## config.mk

```make
export PLATFORM = sky130hd
export DESIGN_NAME = alu_share_ctrl
export DESIGN_NICKNAME = d
export VERILOG_FILES = /design/src/rtl/cpu_pkg.sv /design/src/rtl/alu_share_ctrl_alu.sv /design/src/rtl/alu_share_ctrl.sv
export SDC_FILE = /design/constraint.sdc
export NUM_CORES = 1
export LEC_CHECK = 0
export ABC_AREA = 0
export CAP_MARGIN = 10
export CORE_MARGIN = 5
export CORE_UTILIZATION = 28
export DETAILED_ROUTE_END_ITERATION = 16
export HOLD_SLACK_MARGIN = 0.05
export PLACE_DENSITY = 0.52
export SYNTH_ARGS = -nofsm -noshare
export SYNTH_HDL_FRONTEND = slang
export SYNTH_SLANG_ARGS = --single-unit
```

## constraint.sdc

```tcl
create_clock -name clk -period 5.21 [get_ports clk]
set_input_delay 1.3025 -clock clk [delete_from_list [all_inputs] [get_ports clk]]
set_output_delay 1.3025 -clock clk [all_outputs]
set_load 0.02 [all_outputs]
```

## src/rtl/cpu_pkg.sv

```systemverilog
// cpu_pkg: shared constants and types for the ALU sharing controller.
//   - opcode encodings understood by the ALU
//   - controller FSM state encoding
//   - bit positions inside the {N,Z,V} flag register
//   - saturating signed byte add used by the packed ALU op
package cpu_pkg;

    localparam int DATA_W = 16;
    localparam int OP_W   = 4;

    localparam logic [OP_W-1:0] OP_ADD    = 4'b0000;
    localparam logic [OP_W-1:0] OP_SUB    = 4'b0001;
    localparam logic [OP_W-1:0] OP_XOR    = 4'b0010;
    localparam logic [OP_W-1:0] OP_RED    = 4'b0011;
    localparam logic [OP_W-1:0] OP_SLL    = 4'b0100;
    localparam logic [OP_W-1:0] OP_SRA    = 4'b0101;
    localparam logic [OP_W-1:0] OP_ROR    = 4'b0110;
    localparam logic [OP_W-1:0] OP_PADDSB = 4'b0111;

    typedef enum logic [1:0] {
        IDLE = 2'b00,
        EXEC = 2'b01,
        RESP = 2'b10
    } state_e;

    localparam int FLAG_N = 2;
    localparam int FLAG_Z = 1;
    localparam int FLAG_V = 0;

    // Signed 8-bit add clamped to [-128, 127]. The 9-bit sign-extended sum
    // overflowed when its top two bits disagree; bit 8 is the true sign.
    function automatic logic [7:0] sat_add8(input logic [7:0] x, input logic [7:0] y);
        logic [8:0] s;
        s = {x[7], x} + {y[7], y};
        if (s[8] != s[7])
            return s[8] ? 8'h80 : 8'h7F;
        return s[7:0];
    endfunction

endpackage

```

## src/rtl/alu_share_ctrl_alu.sv

```systemverilog
// alu_share_ctrl_alu: the shared 16-bit combinational ALU.
//   op : opcode (cpu_pkg OP_*)
//   a  : operand A
//   b  : operand B (shift/rotate amount is b[3:0])
//   y  : result; undefined opcodes pass operand A through
module alu_share_ctrl_alu
    import cpu_pkg::*;
(
    input  logic [OP_W-1:0]   op,
    input  logic [DATA_W-1:0] a,
    input  logic [DATA_W-1:0] b,
    output logic [DATA_W-1:0] y
);

    logic [3:0]          sh;
    logic [2*DATA_W-1:0] rot;
    logic [5:0]          nib_sum;

    assign sh  = b[3:0];
    // Right-shifting a doubled copy leaves the rotated word in the low half.
    assign rot = {a, a} >> sh;
    assign nib_sum = {2'b00, a[3:0]} + {2'b00, a[7:4]}
                   + {2'b00, a[11:8]} + {2'b00, a[15:12]};

    always_comb begin
        y = a;
        case (op)
            OP_ADD:    y = a + b;
            OP_SUB:    y = a - b;
            OP_XOR:    y = a ^ b;
            OP_RED:    y = DATA_W'(nib_sum);
            OP_SLL:    y = a << sh;
            OP_SRA:    y = $unsigned($signed(a) >>> sh);
            OP_ROR:    y = rot[DATA_W-1:0];
            OP_PADDSB: y = {sat_add8(a[15:8], b[15:8]), sat_add8(a[7:0], b[7:0])};
            default:   y = a;
        endcase
    end

endmodule

```

## src/rtl/alu_share_ctrl.sv

```systemverilog
// alu_share_ctrl: arbitrates the single ALU between the execute stage
// (requester 0) and the address/branch-target unit (requester 1).
// One operation in flight: IDLE accepts, EXEC evaluates, RESP holds the
// result until the issuing requester takes it.
//   clk, rst        : clock, async active-high reset
//   req_valid/ready : per-requester request handshake (ready at most one-hot)
//   req_op*/a*/b*   : per-requester opcode and operands
//   rsp_valid/ready : one-hot result handshake addressed to the issuer
//   rsp_data        : registered result
//   flags           : {N,Z,V}, written by requester-0 operations only
//   busy            : controller not in IDLE
module alu_share_ctrl
    import cpu_pkg::*;
#(
    parameter int W   = 16,
    parameter int OPW = 4
) (
    input  logic           clk,
    input  logic           rst,
    input  logic [1:0]     req_valid,
    output logic [1:0]     req_ready,
    input  logic [OPW-1:0] req_op0,
    input  logic [OPW-1:0] req_op1,
    input  logic [W-1:0]   req_a0,
    input  logic [W-1:0]   req_a1,
    input  logic [W-1:0]   req_b0,
    input  logic [W-1:0]   req_b1,
    output logic [1:0]     rsp_valid,
    input  logic [1:0]     rsp_ready,
    output logic [W-1:0]   rsp_data,
    output logic [2:0]     flags,
    output logic           busy
);

    state_e         state;
    logic [OPW-1:0] op_q;
    logic [W-1:0]   a_q, b_q;
    logic           id_q;
    logic           rr_ptr;

    logic           grant, gnt_id;
    logic [W-1:0]   alu_y;
    logic [W-1:0]   raw_sum, raw_dif;
    logic [2:0]     flags_nxt;

    // Single requester wins outright; on contention rr_ptr picks.
    always_comb begin
        req_ready = 2'b00;
        if (state == IDLE) begin
            case (req_valid)
                2'b01:   req_ready = 2'b01;
                2'b10:   req_ready = 2'b10;
                2'b11:   req_ready = rr_ptr ? 2'b10 : 2'b01;
                default: req_ready = 2'b00;
            endcase
        end
    end

    assign grant  = |(req_valid & req_ready);
    assign gnt_id = req_ready[1];
    assign busy   = (state != IDLE);

    alu_share_ctrl_alu u_alu (
        .op (op_q),
        .a  (a_q),
        .b  (b_q),
        .y  (alu_y)
    );

    // Overflow uses the wrapped sum/difference so it stays correct even if
    // the ALU result itself were clamped.
    assign raw_sum = a_q + b_q;
    assign raw_dif = a_q - b_q;

    always_comb begin
        flags_nxt = flags;
        if (!id_q) begin
            case (op_q)
                OP_ADD: begin
                    flags_nxt[FLAG_N] = alu_y[W-1];
                    flags_nxt[FLAG_Z] = (alu_y == '0);
                    flags_nxt[FLAG_V] = (a_q[W-1] == b_q[W-1]) && (raw_sum[W-1] != a_q[W-1]);
                end
                OP_SUB: begin
                    flags_nxt[FLAG_N] = alu_y[W-1];
                    flags_nxt[FLAG_Z] = (alu_y == '0);
                    flags_nxt[FLAG_V] = (a_q[W-1] != b_q[W-1]) && (raw_dif[W-1] != a_q[W-1]);
                end
                OP_XOR, OP_SLL, OP_SRA, OP_ROR:
                    flags_nxt[FLAG_Z] = (alu_y == '0);
                default: ;
            endcase
        end
    end

    always_ff @(posedge clk or posedge rst) begin
        if (rst) begin
            state     <= IDLE;
            op_q      <= '0;
            a_q       <= '0;
            b_q       <= '0;
            id_q      <= 1'b0;
            rr_ptr    <= 1'b0;
            rsp_valid <= 2'b00;
            rsp_data  <= '0;
            flags     <= 3'b000;
        end else begin
            case (state)
                IDLE: begin
                    if (grant) begin
                        op_q   <= gnt_id ? req_op1 : req_op0;
                        a_q    <= gnt_id ? req_a1  : req_a0;
                        b_q    <= gnt_id ? req_b1  : req_b0;
                        id_q   <= gnt_id;
                        rr_ptr <= ~gnt_id;
                        state  <= EXEC;
                    end
                end
                EXEC: begin
                    rsp_data  <= alu_y;
                    flags     <= flags_nxt;
                    rsp_valid <= id_q ? 2'b10 : 2'b01;
                    state     <= RESP;
                end
                RESP: begin
                    if (rsp_ready[id_q]) begin
                        rsp_valid <= 2'b00;
                        state     <= IDLE;
                    end
                end
                default: state <= IDLE;
            endcase
        end
    end

endmodule

```

==> flow_metrics.env, run 1 <==
export IMPL_outcome="finished clean"
export IMPL_crit_chain="ha_1 -> inv_1 -> fa_1 -> o21ba_2 -> o21bai_1 -> a211oi_1 -> ha_1 -> inv_1 -> a2111oi_4 -> nor2_1 -> a21boi_0 -> nand4_1 -> o32ai_2 -> nand4_1 -> or4b_1 -> o41ai_2"
export IMPL_critPathLaunchType="flop"
export IMPL_place_inst=1324
export IMPL_async_reset_ff_share_pct=100
export IMPL_die_area_um2=29800
export IMPL_tritoncts_num_buffers=9
export IMPL_synth_ff_type="dfrtp_1"
export IMPL_nNetsFinal=1129
export IMPL_slowest_delay_ns=0.57
export IMPL_min_path_type="flop to flop"
export IMPL_skew_ns=0.00318
export IMPL_root_buffer="clkbuf_16"
export IMPL_cap_violations=0
export IMPL_setup_tns_ns=0
export IMPL_synth_compound_area_share_pct=29.2
export IMPL_drt_iter0_markers=722
export IMPL_syn_to_final_growth_pct=21.7
export IMPL_synth_top_family_by_area="compound AO/OA/AOI/OAI gates"
export IMPL_rrSetupSlack_ns=0.43
export IMPL_wl_per_cell_um=22.7
export IMPL_antenna_left=0
export IMPL_drt_wl_total_um=30400
export IMPL_wl_met3_um=2550
export IMPL_relSlewSlack_pct=16.6
export IMPL_ctsHoldBuffers=0
export IMPL_yosys_area_share_simple_pct=17.8
export IMPL_cp_required_ns=5.45
export IMPL_slew_violations=0
export IMPL_synth_enable_flop_cells=0
export IMPL_vias=7812
export IMPL_period_needed_ns=4.78
export IMPL_ioPinCount=102
export IMPL_setup_violations=0
export IMPL_synth_cell_types=90
export IMPL_yosysWarningCount=0
export IMPL_cp_arrival_ns=5.02
export IMPL_io_buffer_count=101
export IMPL_synth_mux_area_share_pct=9.63
export IMPL_yosysSeqAreaShare_pct=20.6
export IMPL_endpoint_kind="flop"
export IMPL_grt_max_degree=47
export IMPL_max_freq_ghz=0.209
export IMPL_core_um2=26100
export IMPL_syn_nets=1059
export IMPL_cts_tree="built"
export IMPL_antenna_found_initial=1
export IMPL_drc=0
export IMPL_num_rows=59
export IMPL_fp_dieW_um=173
export IMPL_synthAdderAreaFrac_pct=9.53
export IMPL_ys_ff_latch=61
export IMPL_route_met2_wl_um=13800
export IMPL_path_max_fanout=7
export IMPL_grt_pass1_vias=7649
export IMPL_finalHoldViolations=0
export IMPL_grt_overflow=0
export IMPL_hold_ws_ns=0.479
export IMPL_layout_commonest_cell="clkdlybuf4s50_1"
export IMPL_place_congestion=1.05
export IMPL_cp_slowest_cell="or4b_1"
export IMPL_top_layer_used="met5"
export IMPL_firstDrtPassIters=7
export IMPL_cts_clk_slew_worst_paths_ns=0.05
export IMPL_syn_instance_count=930
export IMPL_crit_type="flop to flop"
export IMPL_grt_pass1_wl_um=46600
export IMPL_rsz0062_at_grt="no"
export IMPL_final_cell_mix="clkdlybuf4s50_1, inv_1, nor2_1"
export IMPL_cts_buffer_depth=2
export IMPL_synth_area_um2=7410
export IMPL_clock_latency_ns=0.35
export IMPL_dpl_hpwl_um=23900
export IMPL_finalCritPeriodShare_pct=91.8
export IMPL_start_util_pct=28.4
export IMPL_worstMarginPinSlew_ns=1.24
export IMPL_via_per_inst=5.83
export IMPL_htree_levels=3
export IMPL_drive_above_1_share_pct=11.4
export IMPL_met1_length_um=12400
export IMPL_clock_sinks=61
export IMPL_grt_usage_pct=19.7
export IMPL_final_cell_count_no_fill=1340
export IMPL_cts_setup_buffers=0
export IMPL_antennaDiodeCount=0
export IMPL_avgSynthCellArea_um2=7.96
export IMPL_synth_xor_area_share_pct=2.72
export IMPL_die_height_um=173
[through the flow]
stage / utilization [%] / worst slack (ns) / cell area (um2)
2_1_floorplan: - / 0.780 / 7410
3_3_place_gp: 33.2 / 0.474 / 8660
3_5_place_dp: 33.2 / 0.184 / 8660
4_1_cts: 34.5 / 0.133 / 8990
5_1_grt: 34.6 / 0.0141 / 9010
6_report: 34.6 / 0.429 / 9010
[repair_timing]
| action | CTS | global route |
|---|---|---|
| gates resized for setup | 0 | 3 |
| endpoints found under the setup margin | 0 | 1 |
| endpoints found under the hold margin | 0 | 0 |
[cells in the mapped netlist (5+ instances only)]
cell / count / share of area (%)
a221oi_1: 13 / 1.5
o22ai_1: 22 / 1.9
o211ai_1: 12 / 1.2
mux4_2: 7 / 2.1
mux2_2: 28 / 4.3
o21a_1: 8 / 0.81
nor4_1: 9 / 0.76
xor2_1: 10 / 1.2
o31ai_1: 10 / 1.0
a31oi_1: 9 / 0.76
nand2b_1: 11 / 0.93
nor3_1: 18 / 1.2
xnor2_1: 13 / 1.5
o21ai_0: 55 / 3.7
dfrtp_1: 61 / 21
mux2i_1: 24 / 3.2
a21oi_1: 45 / 3.0
nor2b_1: 11 / 0.93
o221ai_1: 9 / 1.1
and3_1: 7 / 0.59
nand3_1: 15 / 1.0
a222oi_1: 36 / 4.9
o32ai_1: 5 / 0.59
a211oi_1: 13 / 1.3
buf_2: 9 / 0.61
nor2_1: 87 / 4.4
clkbuf_8: 11 / 2.0
o21bai_1: 5 / 0.51
clkbuf_1: 44 / 2.2
inv_1: 90 / 4.6
nand2_1: 77 / 3.9
fa_1: 9 / 2.4
a21o_1: 8 / 0.81
ha_1: 42 / 7.1
[worst max-delay path: cells and delay by family (launching register included)]
| family | cells | cell delay, ns |
|---|---|---|
| compound gates | 7 | 1.98 |
| fa+ha+maj | 3 | 1.13 |
| simple gates | 4 | 0.98 |
| buf+inv | 2 | 0.20 |
| flops | 1 | 0.37 |
[cells by family after synthesis]
family                   after synthesis
AND/OR/NAND/NOR                      273
flip-flops                            61
XOR/XNOR                              23
adder cells (fa/ha/maj)               51
buffers and inverters                167
multiplexers                          59
AO/OA/AOI/OAI                        296
[metal layers]
metal | GRT usage (%) | up-vias
met1 | 25.1 | 3722
li1 | - | 3601
met5 | 0 | -
met2 | 31.1 | 398
met4 | 10.3 | 2
met3 | 4.59 | 89
[final timing paths]
check                                             start                 endpoint  cells after the start
worst max-delay path                 b_q[8]$_DFFE_PP0P_     flags[1]$_DFFE_PP0P_                     16
worst min-delay path            rsp_data[9]$_DFFE_PP0P_  rsp_data[9]$_DFFE_PP0P_                      2
worst max register to register       b_q[8]$_DFFE_PP0P_     flags[1]$_DFFE_PP0P_                     16
worst min register to register  rsp_data[9]$_DFFE_PP0P_  rsp_data[9]$_DFFE_PP0P_                      2
max in group asynchronous                           rst     flags[1]$_DFFE_PP0P_                      3
min in group asynchronous                           rst      b_q[15]$_DFFE_PP0P_                      2
[area by class of cell]
class	instances	area [um2]
Inverter	92	345
Fill cell	2754	17000
Sequential cell	61	1530
Multi-Input combinational cell	702	5140
Tap cell	335	419
Timing Repair Buffer	134	1260
Clock buffer	11	243
Clock inverter	5	81.3
[registers in the layout, indices dropped and copies added (netlist names)]
signal,count
a_q,16
rr_ptr,1
rsp_valid,2
flags,3
rsp_data,16
b_q,16
op_q,4
state,2
id_q,1
Power of run 1 is not shown: default switching activity piles up to over one toggle a cycle in this logic, so the estimate is an artifact.
==> run 2, diff against run 1 <==
Settings changed: CAP_MARGIN 10 to not set.
==> results of run 2 <==
No change in the layout: final DEF, timing and power equal those of run 1.
Power of run 2 is left out for the same reason.
==> run 3, diff against run 2 <==
Settings changed: ABC_AREA 0 to 1, CORE_ASPECT_RATIO set to 1.25.
==> run 3 against run 2 <==
First-iteration DRC count shrank 18%. Critical path depth shrank 12. Worst setup slack gained 0.71 ns. Flip-flop and latch count is the same. Utilization is essentially flat. Non-clock buffer count shrank 17. Critical endpoint is now req_ready[0]. Register-to-register slack gained 0.88 ns. Clock skew grew 0.012 ns. Area after synthesis grew 0.73%. Clock-buffer cell count shrank 2. Global-route usage grew 1.4 points. Largest cell class unchanged.
==> flow_metrics.env, run 3 <==
export IMPL_relSlewSlack_pct=43.1
export IMPL_grt_usage_pct=21.1
export IMPL_finalCritPeriodShare_pct=78.2
export IMPL_synth_enable_flop_cells=0
export IMPL_cts_tree="built"
export IMPL_ys_top_cells_by_area="dfrtp_1, nand2_1, nand3_1, ha_1, inv_1"
export IMPL_use_met1_pct=25.7
export IMPL_grt_busiest_layer="met2"
export IMPL_wl_per_cell_um=19.4
export IMPL_multi_input_area_um2=5170
export IMPL_cp_slowest_cell="clkdlybuf4s50_1"
export IMPL_slew_violations=0
export IMPL_worstMarginPinSlew_ns=0.853
export IMPL_die_height_um=192
export IMPL_rsz0062_at_grt="no"
export IMPL_layout_commonest_cell="nand2_1"
export IMPL_vias=8700
export IMPL_synth_area_leader_cell="dfrtp_1"
export IMPL_htree_levels=3
export IMPL_antenna_found_initial=0
export IMPL_max_freq_ghz=0.245
export IMPL_num_rows=66
export IMPL_grt_met3_usage_pct=2.56
export IMPL_cap_violations=0
export IMPL_syn_instance_count=1252
export IMPL_critPathLaunchType="input port"
export IMPL_synth_cell_types=46
export IMPL_io_buffer_count=101
export IMPL_cpLargestDelayFamily="buffers and inverters"
export IMPL_antennaDiodeCount=0
export IMPL_firstDrtPassIters=6
export IMPL_period_needed_ns=4.07
export IMPL_via_per_inst=5.21
export IMPL_crit_chain="clkdlybuf4s50_1 -> o21ai_0 -> nor2_2 -> clkdlybuf4s50_1"
export IMPL_ys_ff_latch=61
export IMPL_cts_clk_slew_worst_paths_ns=0.06
export IMPL_core_um2=26200
export IMPL_fp_dieW_um=156
export IMPL_grt_max_degree=39
export IMPL_synth_area_um2=7460
export IMPL_clock_latency_ns=0.34
export IMPL_yosysSeqAreaShare_pct=20.5
export IMPL_cp_arrival_ns=2.77
export IMPL_min_path_type="flop to flop"
export IMPL_cts_buffer_depth=2
export IMPL_dpl_hpwl_um=26100
export IMPL_die_area_um2=30000
export IMPL_grt_pass1_wl_um=49000
export IMPL_finalHoldViolations=0
export IMPL_path_buf_inv=2
export IMPL_drt_iter0_markers=592
export IMPL_ys_top_cells_by_count="nand2_1, nand3_1, inv_1"
export IMPL_skew_ns=0.0148
export IMPL_ctsHoldBuffers=0
export IMPL_ff_latch_area_um2=1530
export IMPL_drt_wl_total_um=32300
export IMPL_yosysMostFrequentCell="nand2_1"
export IMPL_cpMostUsedCell="clkdlybuf4s50_1"
export IMPL_reg_top3="a_q x16, b_q x16, rsp_data x16"
export IMPL_slowest_delay_ns=0.64
export IMPL_drive_above_1_share_pct=6.39
export IMPL_cp_required_ns=3.91
export IMPL_root_buffer="clkbuf_16"
export IMPL_crit_type="input port to output pin"
export IMPL_nNetsFinal=1454
export IMPL_async_reset_ff_share_pct=100
export IMPL_tritoncts_num_buffers=9
export IMPL_n_fill_cell=2942
export IMPL_syn_to_final_growth_pct=21.2
export IMPL_setup_violations=0
export IMPL_clock_sinks=61
export IMPL_avgSynthCellArea_um2=5.96
export IMPL_grt_pass1_vias=8519
export IMPL_endpoint_kind="output pin"
export IMPL_setup_tns_ns=0
export IMPL_drc=0
export IMPL_gr_usage_met2_pct=37.4
export IMPL_syn_nets=1381
export IMPL_grt_overflow=0
export IMPL_synth_ff_type="dfrtp_1"
export IMPL_yosysWarningCount=0
export IMPL_ioPinCount=102
export IMPL_place_congestion=0.991
export IMPL_path_max_fanout=2
export IMPL_start_util_pct=28.5
export IMPL_post_cts_resize_count=0
export IMPL_cts_setup_buffers=0
export IMPL_outcome="finished clean"
export IMPL_final_cell_mix="nand2_1, nand3_1, inv_1"
export IMPL_antenna_left=0
export IMPL_yosys_area_top_type_share_pct=20.5
-- run 3: changes by cell type after synthesis, sizes merged, moves of 25 or more --
cell / change
a21oi: +47
a222oi: -36
clkbuf: -33
inv: +39
mux2: -28
nand2: +315
nand3: +206
nor2: +25
-- run 3: logic make-up after synthesis --
family,count (synthesis),synth area share (%)
AOI/OAI and AO/OA,192,14.2
buffers and inverters,186,10.5
adders and majority gates,51,9.46
and+or+nand+nor,755,44.6
DFF,61,20.5
xor gates and xnor gates,7,0.822
-- run 3: stage by stage --
stage               hold WS (ns)  instances  utilization [%]  area [um2]  setup slack (ns)
CTS                        0.488       1670             34.5        9040              1.14
finish                     0.487       1670             34.5        9040              1.14
global placement           0.474       1654             33.4        8740              1.14
floorplan                  0.457       1252                -        7460              1.85
detailed placement         0.472       1654             33.4        8740              1.14
global route               0.517       1670             34.5        9040              1.05
-- run 3: layout make-up --
class,count,share of cell area [%]
Multi-Input combinational cell,1005,57.1
Clock inverter,7,0.816
Inverter,131,5.47
Tap cell,340,4.70
Clock buffer,9,2.49
Sequential cell,61,16.9
Timing Repair Buffer,117,12.5
-- run 3: final timing paths --
path | start | end | slack, ns | depth (start not counted)
worst max register to register | a_q[1]$_DFFE_PP0P_ | flags[1]$_DFFE_PP0P_ | 1.31 | 17
worst min-delay path | rsp_data[7]$_DFFE_PP0P_ | rsp_data[7]$_DFFE_PP0P_ | 0.49 | 2
max in group asynchronous | rst | rsp_data[4]$_DFFE_PP0P_ | 2.91 | 3
worst min register to register | rsp_data[7]$_DFFE_PP0P_ | rsp_data[7]$_DFFE_PP0P_ | 0.49 | 2
worst max-delay path | req_valid[0] | req_ready[0] | 1.14 | 4
min in group asynchronous | rst | rsp_valid[1]$_DFFE_PP0P_ | 1.37 | 2
-- run 3: layer usage --
metal	share of wire [%]	vias to the layer above	wire, um
li1	-	4269	-
met3	4.8	71	1550
met1	41	4074	13100
met5	0	-	0
met4	4.7	0	1500
met2	50	286	16200
-- run 3: tightest hold or removal path, delay by kind of cell, from the launching register on --
kind / cells / cell delay [ns]
flip-flops: 1 / 0.35
AND/OR/NAND/NOR: 2 / 0.10
Power of run 3 is left out for the same reason.
==> RTL change (config.mk and constraints of run 2) <==
Re-encode `state_e` (3 states) as one-hot, 3 bits wide.
--- a/src/rtl/cpu_pkg.sv
+++ b/src/rtl/cpu_pkg.sv
@@ -19,6 +19,6 @@
 
-    typedef enum logic [1:0] {
-        IDLE = 2'b00,
-        EXEC = 2'b01,
-        RESP = 2'b10
+    typedef enum logic [2:0] {
+        IDLE = 3'b001,
+        EXEC = 3'b010,
+        RESP = 3'b100
     } state_e;
Check against the original RTL: same outputs for any inputs over 4 cycles, from zero or initial values and one cycle with rst high; so few cycles prove little.
==> RTL change against run 2 <==
Critical path depth decreased by 3. Area after synthesis increased by 3.3%. Design area increased by 2.8%. Final cell count decreased by 1.5%. Sequential cell count increased by 1. Fmax increased by 1.1%. Clock skew increased by 0.018 ns. Via count decreased by 1.3%. Wire length decreased by 2.6%. Worst setup slack improved by 0.051 ns.
Power is not shown: default switching activity piles up to over one toggle a cycle in this logic, so the estimate is an artifact.
==> RTL change: results <==
{
  "grt_use_total": 0.190,
  "avgRoutedWirePerCell_um": 22.4,
  "top_layer": "met4",
  "met1_usage": 0.278,
  "netlist_top_cells_area": "dfrtp_1 20%, mux4_2 8.2%, ha_1 6.5%",
  "avgSynthCellArea_um2": 8.34,
  "crit_start": "a_q[0]",
  "wl_met3_um": 2630,
  "grt_use_met2": 0.271,
  "gp_congestion": 0.946,
  "status": "completed",
  "drive_gt1_frac": 0.123,
  "path_delay_family": "adder cells",
  "firstDrtPassIters": 8,
  "use_met3": 0.0357,
  "vias": 7707,
  "antenna_found_initial": 1,
  "ys_top_cells_by_count": "88 x inv_1, 65 x nand2_1, 65 x o21ai_0",
  "ys_seq_area_frac": 0.203,
  "clk_pin_slew_ns": 0.06,
  "r2r-start": "a_q[0]",
  "cts_setup_buffers": 0,
  "nNetsFinal": 1101,
  "async_flop_share": 1.00,
  "grt_start_max_net_pins": 58,
  "r2r_setup_slack_ns": 0.48,
  "clock_skew_ns": 0.0209,
  "ant_nets": 0,
  "drt-total-wl_um": 29600,
  "htreeDepth": 3,
  "largestRegisters": "a_q x16, b_q x16, rsp_data x16",
  "placement.cell_area_mm2": 0.00894,
  "max_stage_delay_ns": 0.53,
  "grt_pass1_wl_um": 45500,
  "met1_length_um": 13400,
  "cpMaxStageDelayCell": "a221oi_1",
  "tightest_slew_ns": 1.12,
  "crit_arrival_ns": 4.99,
  "grt_pass1_vias": 7398,
  "met2_wirelength_um": 12300,
  "r2r_cells": 13,
  "cts_resized": 0,
  "synthesis.nets": 1044,
  "drtIter0Drc": 1069,
  "hpwl_um": 21900,
  "dp.cells": 1304,
  "path_max_fanout": 2
}
[RTL change: cell type report]
cell class | count | area (um2)
fill | 2800 | 17700
multi-input combinational | 681 | 5400
sequential | 62 | 1560
timing repair buffer | 130 | 1230
tap | 341 | 427
inverter | 90 | 338
clock buffer | 9 | 225
clock inverter | 7 | 96.3
[RTL change: metrics by stage]
stage          setup slack [ns]  hold slack (ns)
6_report                  0.479            0.477
5_1_grt                   0.322            0.504
4_1_cts                   0.566            0.484
3_5_place_dp              0.581            0.471
3_3_place_gp              0.631            0.461
2_1_floorplan             0.944            0.468
[RTL change: tightest hold or removal path: cells and delay by family, from the launching register on]
family | cells | cell delay (ns)
AO/OA/AOI/OAI | 1 | 0.05
flip-flops | 1 | 0.34
AND/OR/NAND/NOR | 1 | 0.05
[RTL change: kinds of logic (layout without fill, tap and decap cells)]
kind of cell / Yosys count / in the layout / share of synthesized area
xor+xnor: 24 / 24 / 0.0275
fa+ha+maj: 49 / 49 / 0.0889
mux: 73 / 73 / 0.151
buf+inv: 174 / 236 / 0.0970
compound gates: 288 / 288 / 0.271
simple gates: 247 / 247 / 0.161
flops: 62 / 62 / 0.203
[RTL change: how the worst min path moves through the flow]
| stage | startpoint | endpoint | slack [ns] | depth (start not counted) |
|---|---|---|---|---|
| floorplan | rr_ptr | rr_ptr | 0.47 | 1 |
| global placement | rsp_data[7] | rsp_data[7] | 0.46 | 2 |
| detailed placement | rsp_data[7] | rsp_data[7] | 0.47 | 2 |
| CTS | rsp_data[7] | rsp_data[7] | 0.48 | 2 |
| global route | rsp_data[2] | rsp_data[2] | 0.50 | 2 |
| finish | rsp_data[0] | rsp_data[0] | 0.48 | 2 |
